==> config.mk <==
export PLATFORM = sky130hd
export DESIGN_NAME = acc_arbiter_flat
export DESIGN_NICKNAME = d
export VERILOG_FILES = /design/src/rtl/acc_arb_pkg.sv /design/src/rtl/acc_arb_if.sv /design/src/rtl/acc_arb_rr.sv /design/src/rtl/acc_arbiter.sv /design/src/flat_wrapper.sv
export SDC_FILE = /design/constraint.sdc
export NUM_CORES = 1
export LEC_CHECK = 0
export ABC_AREA = 1
export BUFFER_PORTS_ARGS = -buffer_cell sky130_fd_sc_hd__buf_2
export CAP_MARGIN = 20
export CORE_AREA = 2 2 71 73
export CTS_BUF_LIST = sky130_fd_sc_hd__clkbuf_8
export CTS_CLUSTER_SIZE = 24
export DETAILED_ROUTE_END_ITERATION = 10
export DIE_AREA = 0 0 73 75
export PLACE_DENSITY = 0.64
export SYNTH_ARGS = -nofsm -noshare
export SYNTH_HDL_FRONTEND = slang
export SYNTH_HIERARCHICAL = 1
export SYNTH_SLANG_ARGS = --single-unit
==> constraint.sdc <==
create_clock -name clk -period 1 [get_ports clk]
set_clock_uncertainty 0.1 [all_clocks]
set_input_delay 0 -clock clk [delete_from_list [all_inputs] [get_ports clk]]
set_output_delay 0 -clock clk [all_outputs]
set_load 0.03 [all_outputs]
==> src/rtl/acc_arb_pkg.sv <==
// Shared constants and types for the accumulator arbiter.
// The lock state type is only used when ACC_ARB_LOCK_EN is defined.
package acc_arb_pkg;

  localparam int NREQ = 2;

  // Register offsets of the accumulator peripheral (daddr[3:2]).
  localparam logic [1:0] ACC_CLR = 2'd0;
  localparam logic [1:0] ACC_ADD = 2'd1;
  localparam logic [1:0] ACC_SUM = 2'd2;
  localparam logic [1:0] ACC_CNT = 2'd3;

  typedef struct packed {
    logic valid;
    logic idx;
  } rd_tag_t;

  typedef enum logic [1:0] {
    LOCK_NONE = 2'd0,
    LOCK_R0   = 2'd1,
    LOCK_R1   = 2'd2
  } lock_state_t;

endpackage

==> src/rtl/acc_arb_if.sv <==
// Requester-side bus of the accumulator arbiter, both requesters packed side by side.
// req_lock exists only when ACC_ARB_LOCK_EN is defined.
interface acc_arb_if
  import acc_arb_pkg::*;
#(
  parameter int DW = 32
) ();

  logic [NREQ-1:0]    req_ce;
  logic [4*NREQ-1:0]  req_we;
  logic [2*NREQ-1:0]  req_addr;
  logic [DW*NREQ-1:0] req_wdata;
`ifdef ACC_ARB_LOCK_EN
  logic [NREQ-1:0]    req_lock;
`endif
  logic [NREQ-1:0]    req_gnt;
  logic [NREQ-1:0]    req_rvalid;
  logic [DW-1:0]      req_rdata;

  modport master (
    output req_ce, req_we, req_addr, req_wdata,
`ifdef ACC_ARB_LOCK_EN
    output req_lock,
`endif
    input  req_gnt, req_rvalid, req_rdata
  );

  modport slave (
    input  req_ce, req_we, req_addr, req_wdata,
`ifdef ACC_ARB_LOCK_EN
    input  req_lock,
`endif
    output req_gnt, req_rvalid, req_rdata
  );

endinterface

==> src/rtl/acc_arb_rr.sv <==
// Round-robin grant decision with last-winner memory and, under ACC_ARB_LOCK_EN,
// a lock owner that excludes the other requester until its lock request drops.
module acc_arb_rr
  import acc_arb_pkg::*;
(
  input  logic            clk,
  input  logic            reset,
  input  logic [NREQ-1:0] ce,
`ifdef ACC_ARB_LOCK_EN
  input  logic [NREQ-1:0] lock,
`endif
  output logic [NREQ-1:0] gnt
);

  logic last_gnt_reg;

`ifdef ACC_ARB_LOCK_EN
  lock_state_t lock_reg;
  logic        owned;
  logic        owner;

  assign owned = (lock_reg != LOCK_NONE);
  assign owner = (lock_reg == LOCK_R1);
`endif

  // Grant is combinational so a requester can be served in the cycle it asks.
  always_comb begin
    gnt = '0;
    if (!reset) begin
`ifdef ACC_ARB_LOCK_EN
      if (owned)
        gnt[owner] = ce[owner];
      else if (&ce)
        gnt[~last_gnt_reg] = 1'b1;
      else
        gnt = ce;
`else
      if (&ce)
        gnt[~last_gnt_reg] = 1'b1;
      else
        gnt = ce;
`endif
    end
  end

  always_ff @(posedge clk) begin
    if (reset) begin
      last_gnt_reg <= 1'b0;
`ifdef ACC_ARB_LOCK_EN
      lock_reg     <= LOCK_NONE;
`endif
    end else begin
      if (|gnt)
        last_gnt_reg <= gnt[1];
`ifdef ACC_ARB_LOCK_EN
      // Release on the first edge where the owner stops asking, granted or not.
      if (owned) begin
        if (!lock[owner])
          lock_reg <= LOCK_NONE;
      end else if (|gnt && lock[gnt[1]]) begin
        lock_reg <= gnt[1] ? LOCK_R1 : LOCK_R0;
      end
`endif
    end
  end

endmodule

==> src/rtl/acc_arbiter.sv <==
// Shares the accumulator between two bus masters: round-robin grant, winner mux,
// and return of one-cycle-late read data. Optional locking via ACC_ARB_LOCK_EN.
module acc_arbiter
  import acc_arb_pkg::*;
#(
  parameter int DW = 32
) (
  input  logic          clk,
  input  logic          reset,
  acc_arb_if.slave      bus,
  output logic          acc_ce,
  output logic          acc_we,
  output logic [1:0]    acc_addr,
  output logic [DW-1:0] acc_wdata,
  input  logic [DW-1:0] acc_rdata
);

  logic [NREQ-1:0] gnt;
  logic [NREQ-1:0] rvalid;
  logic [3:0]      we_m    [NREQ];
  logic [1:0]      addr_m  [NREQ];
  logic [DW-1:0]   wdata_m [NREQ];
  logic [3:0]      we_any;
  logic [1:0]      addr_any;
  logic [DW-1:0]   wdata_any;
  rd_tag_t         rd_tag_reg;

  acc_arb_rr u_rr (
    .clk   (clk),
    .reset (reset),
    .ce    (bus.req_ce),
`ifdef ACC_ARB_LOCK_EN
    .lock  (bus.req_lock),
`endif
    .gnt   (gnt)
  );

  // Each requester's fields are masked by its grant, so an OR of all lanes is the winner.
  for (genvar gi = 0; gi < NREQ; gi++) begin : g_req
    assign we_m[gi]    = gnt[gi] ? bus.req_we[4*gi +: 4]     : 4'b0;
    assign addr_m[gi]  = gnt[gi] ? bus.req_addr[2*gi +: 2]   : 2'b0;
    assign wdata_m[gi] = gnt[gi] ? bus.req_wdata[DW*gi +: DW] : '0;
    assign rvalid[gi]  = rd_tag_reg.valid && (rd_tag_reg.idx == 1'(gi));
  end

  always_comb begin
    we_any    = '0;
    addr_any  = '0;
    wdata_any = '0;
    for (int i = 0; i < NREQ; i++) begin
      we_any    = we_any | we_m[i];
      addr_any  = addr_any | addr_m[i];
      wdata_any = wdata_any | wdata_m[i];
    end
  end

  assign acc_ce     = |gnt;
  assign acc_we     = |we_any;
  assign acc_addr   = addr_any;
  assign acc_wdata  = wdata_any;

  assign bus.req_gnt    = gnt;
  assign bus.req_rvalid = rvalid;
  assign bus.req_rdata  = rd_tag_reg.valid ? acc_rdata : '0;

  // A granted access with no byte enables is a read; remember who issued it.
  always_ff @(posedge clk) begin
    if (reset) begin
      rd_tag_reg <= '0;
    end else begin
      rd_tag_reg.valid <= acc_ce && !acc_we;
      rd_tag_reg.idx   <= gnt[1];
    end
  end

endmodule

==> src/flat_wrapper.sv <==
// flat-port wrapper written by rule: the top's interface ports become plain ports
module acc_arbiter_flat import acc_arb_pkg::*;
#(
  parameter int DW = 32
)
  (clk, reset, acc_ce, acc_we, acc_addr, acc_wdata, acc_rdata, bus_req_ce, bus_req_we, bus_req_addr, bus_req_wdata, bus_req_gnt, bus_req_rvalid, bus_req_rdata);
  acc_arb_if #(.DW(DW)) bus_i ();
  input  logic clk;
  input  logic reset;
  output logic acc_ce;
  output logic acc_we;
  output logic [1:0] acc_addr;
  output logic [DW-1:0] acc_wdata;
  input  logic [DW-1:0] acc_rdata;
  input wire logic [$bits(bus_i.req_ce)-1:0] bus_req_ce;
  input wire logic [$bits(bus_i.req_we)-1:0] bus_req_we;
  input wire logic [$bits(bus_i.req_addr)-1:0] bus_req_addr;
  input wire logic [$bits(bus_i.req_wdata)-1:0] bus_req_wdata;
  output wire logic [$bits(bus_i.req_gnt)-1:0] bus_req_gnt;
  output wire logic [$bits(bus_i.req_rvalid)-1:0] bus_req_rvalid;
  output wire logic [$bits(bus_i.req_rdata)-1:0] bus_req_rdata;
  assign bus_i.req_ce = bus_req_ce;
  assign bus_i.req_we = bus_req_we;
  assign bus_i.req_addr = bus_req_addr;
  assign bus_i.req_wdata = bus_req_wdata;
  assign bus_req_gnt = bus_i.req_gnt;
  assign bus_req_rvalid = bus_i.req_rvalid;
  assign bus_req_rdata = bus_i.req_rdata;
  acc_arbiter #(.DW(DW)) u_core (.clk(clk), .reset(reset), .bus(bus_i), .acc_ce(acc_ce), .acc_we(acc_we), .acc_addr(acc_addr), .acc_wdata(acc_wdata), .acc_rdata(acc_rdata));
endmodule
==> impl_metrics.yaml <==
status:
  status: "finished with violations"
  violations: "hold timing, setup timing"
routing:
  routed_wl_um: 5673
  vias: 1749
  wl_met2_um: 3158
  ant_nets: 0
  top_layer: "met4"
  drt-met1-wl_um: 1947
  route.met3.wl_um: 534
  post-route-drc-count: 0
  wire_per_inst_um: 14.44
  drt_pass1_iterations: 4
  drt_iter0_markers: 32
  viasPerCell: 4.450
timing:
  hold_ws_ns: -0.02489
  grt_setup_unrepaired: "yes"
  hold_viol: 1
  setup_viol: 74
  fin_crit_ns: 1.453
  relSlewSlack_pct: 85.91
  max_freq_mhz: 688.3
  fin_ws_ns: -0.4529
  drv_slew: 0
  tns_ns: -22.48
  worst_pin_slew_ns: 0.2110
  period_share_pct: 145.3
clock_network:
  clk_pin_slew_ns: 0.03
  clkLatencyLatePin_ns: 0.22
  cts.sinks: 3
  cts_tree: "done"
  cts_root_buf: "clkbuf_8"
  htreeDepth: 1
  cts_buffers: 3
  clk_path_buf_depth: 2
worst_setup_path:
  start_kind: "flop"
  crit_family: "buffers and inverters"
  cp.arrival_ns: 1.35
  cp.required_ns: 0.90
  crit_slowest_cell: "dfxtp_2"
  cp_max_fo: 9
  cp-startpoint: "u_core/u_rr/last_gnt_reg"
  path_cells: "nand2_2, inv_2, nor2_4, buf_4, a22o_2, buf_2"
  reg2reg_from: "u_core/u_rr/last_gnt_reg"
  critPathKind: "reg2out"
  cp_slowest_stage_delay_ns: 0.32
  timing.critical_path.buf_inv: 3
  end_kind: "output pin"
place:
  io_buffers: 183
  gp_congestion: 0.7167
  dp.cells: 375
  post_dp_cell_area_sq_um: 1909
  pre_cts_ws_ns: -0.2167
  dp_hpwl_um: 3577
logic_synthesis:
  syn_inst: 144
  yosys.area.top_type_share_pct: 35.84
  synth_top_area_cell: "a22o_1"
  synth.net_count: 256
  synth_cell_types: 12
  synth-seq-area-share_pct: 7.229
  synth_area_leaders: "a22o_1 36%, nand2_1 19%, inv_1 17%, buf_6 9.5%, dfxtp_1 7.2%"
  syn_area_per_cell_sq_um: 5.769
  yosys_warnings: 6
  ys_seq_elements: 3
  synth_area_sq_um: 830.8
global_routing:
  antenna_found_initial: 0
  grt_first_pass_wirelength_um: 8176
  grt_overflow: 0
  grt_max_degree: 27
  grt_pass1_vias: 1763
  grt_use_total_pct: 19.21
die:
  io-pin-count: 184
  rows: 25
  core_area_sq_um: 4661
  floorplan.initialDensity_pct: 17.83
  dieArea_sq_um: 5475
  fp.dieH_um: 75
  die_w_um: 73
final_layout:
  largest_register_ffs: 2
  fin_area_sq_um: 2834
  drive_gt1_share_pct: 93.81
  antenna_cells: 0
  nets: 452
  stdcell_count: 393
  area_growth_pct: 241.1
  layout_common_cells: "132 x buf_2, 50 x buf_6, 35 x nand2_4"
  layout_commonest_cell: "buf_2"
worst_hold_path:
  hold_path_startpoint: "bus_req_ce[0]"
  worstHoldPathType: "in2reg"
power:
  p_leak_nw: 1.876
  irDropWorstVdd_mv: 0.3281
  power.density_nw_per_um2: 681.3
job:
  cap_viol_max_count: 0
stage by stage:
step           utilization, %  power (mW)
2_1_floorplan               -      0.7602
3_3_place_gp            40.97       1.137
3_5_place_dp            40.97       1.144
4_1_cts                 60.21       1.916
5_1_grt                 60.81       2.028
6_report                60.81       1.931
kinds of logic (layout without fill, tap and decap cells):
kind of cell    Yosys count  in the layout  share of synthesized area [%]
compound gates           34             34                          35.84
buf+inv                  51            246                          30.42
flops                     3              3                          7.229
simple gates             56             56                          26.51
synth_stat cells, drive strengths merged:
library cell	instances
buf	12
a22o	34
dfxtp	3
or2	1
inv	38
clkinv	1
nand2	43
nor2	12
worst min-delay path, cell delays in order:
cell,delay [ns]
buf_2,0.10
nand2_2,0.06
nand2_1,0.07
nor2_2,0.03
timing repair:
item,in CTS,in global routing
hold endpoints to repair,2,0
pin swaps,6,5
gates resized for setup,203,21
buffers inserted,7,1
setup endpoints to repair,74,74
gates cloned,7,0
hold buffers,2,0
path summary, 6_finish.rpt:
check / to / slack, ns / cells past startpoint
worst min-delay path: u_core/u_rr/last_gnt_reg / -0.02 / 4
worst min register to register: u_core/u_rr/last_gnt_reg / 0.42 / 2
worst max-delay path: acc_wdata[15] / -0.45 / 6
worst max register to register: u_core/rd_tag_reg[1] / -0.22 / 6
cell type report:
type                    instances  area (sq um)
fillers                       356          1827
repair buffers                203          1594
multi-input cells              90         910.9
inverters                      39         151.4
well taps                      54         67.56
flip-flops and latches          3         65.06
clock buffers                   3         41.29
clock inverters                 1         3.754
report_power, final:
| group | switching (mW) | internal (mW) | total (mW) |
|---|---|---|---|
| logic | 0.753 | 0.686 | 1.44 |
| clock network | 0.0930 | 0.262 | 0.355 |
| registers | 0.00886 | 0.128 | 0.137 |
| total | 0.855 | 1.08 | 1.93 |
routing by layer:
metal,vias to the layer above,track usage (%)
met5,-,0
met4,0,4.115
met3,4,4.418
met2,125,39.04
met1,780,19.74
li1,840,-
(Power assumes the default switching activity.)
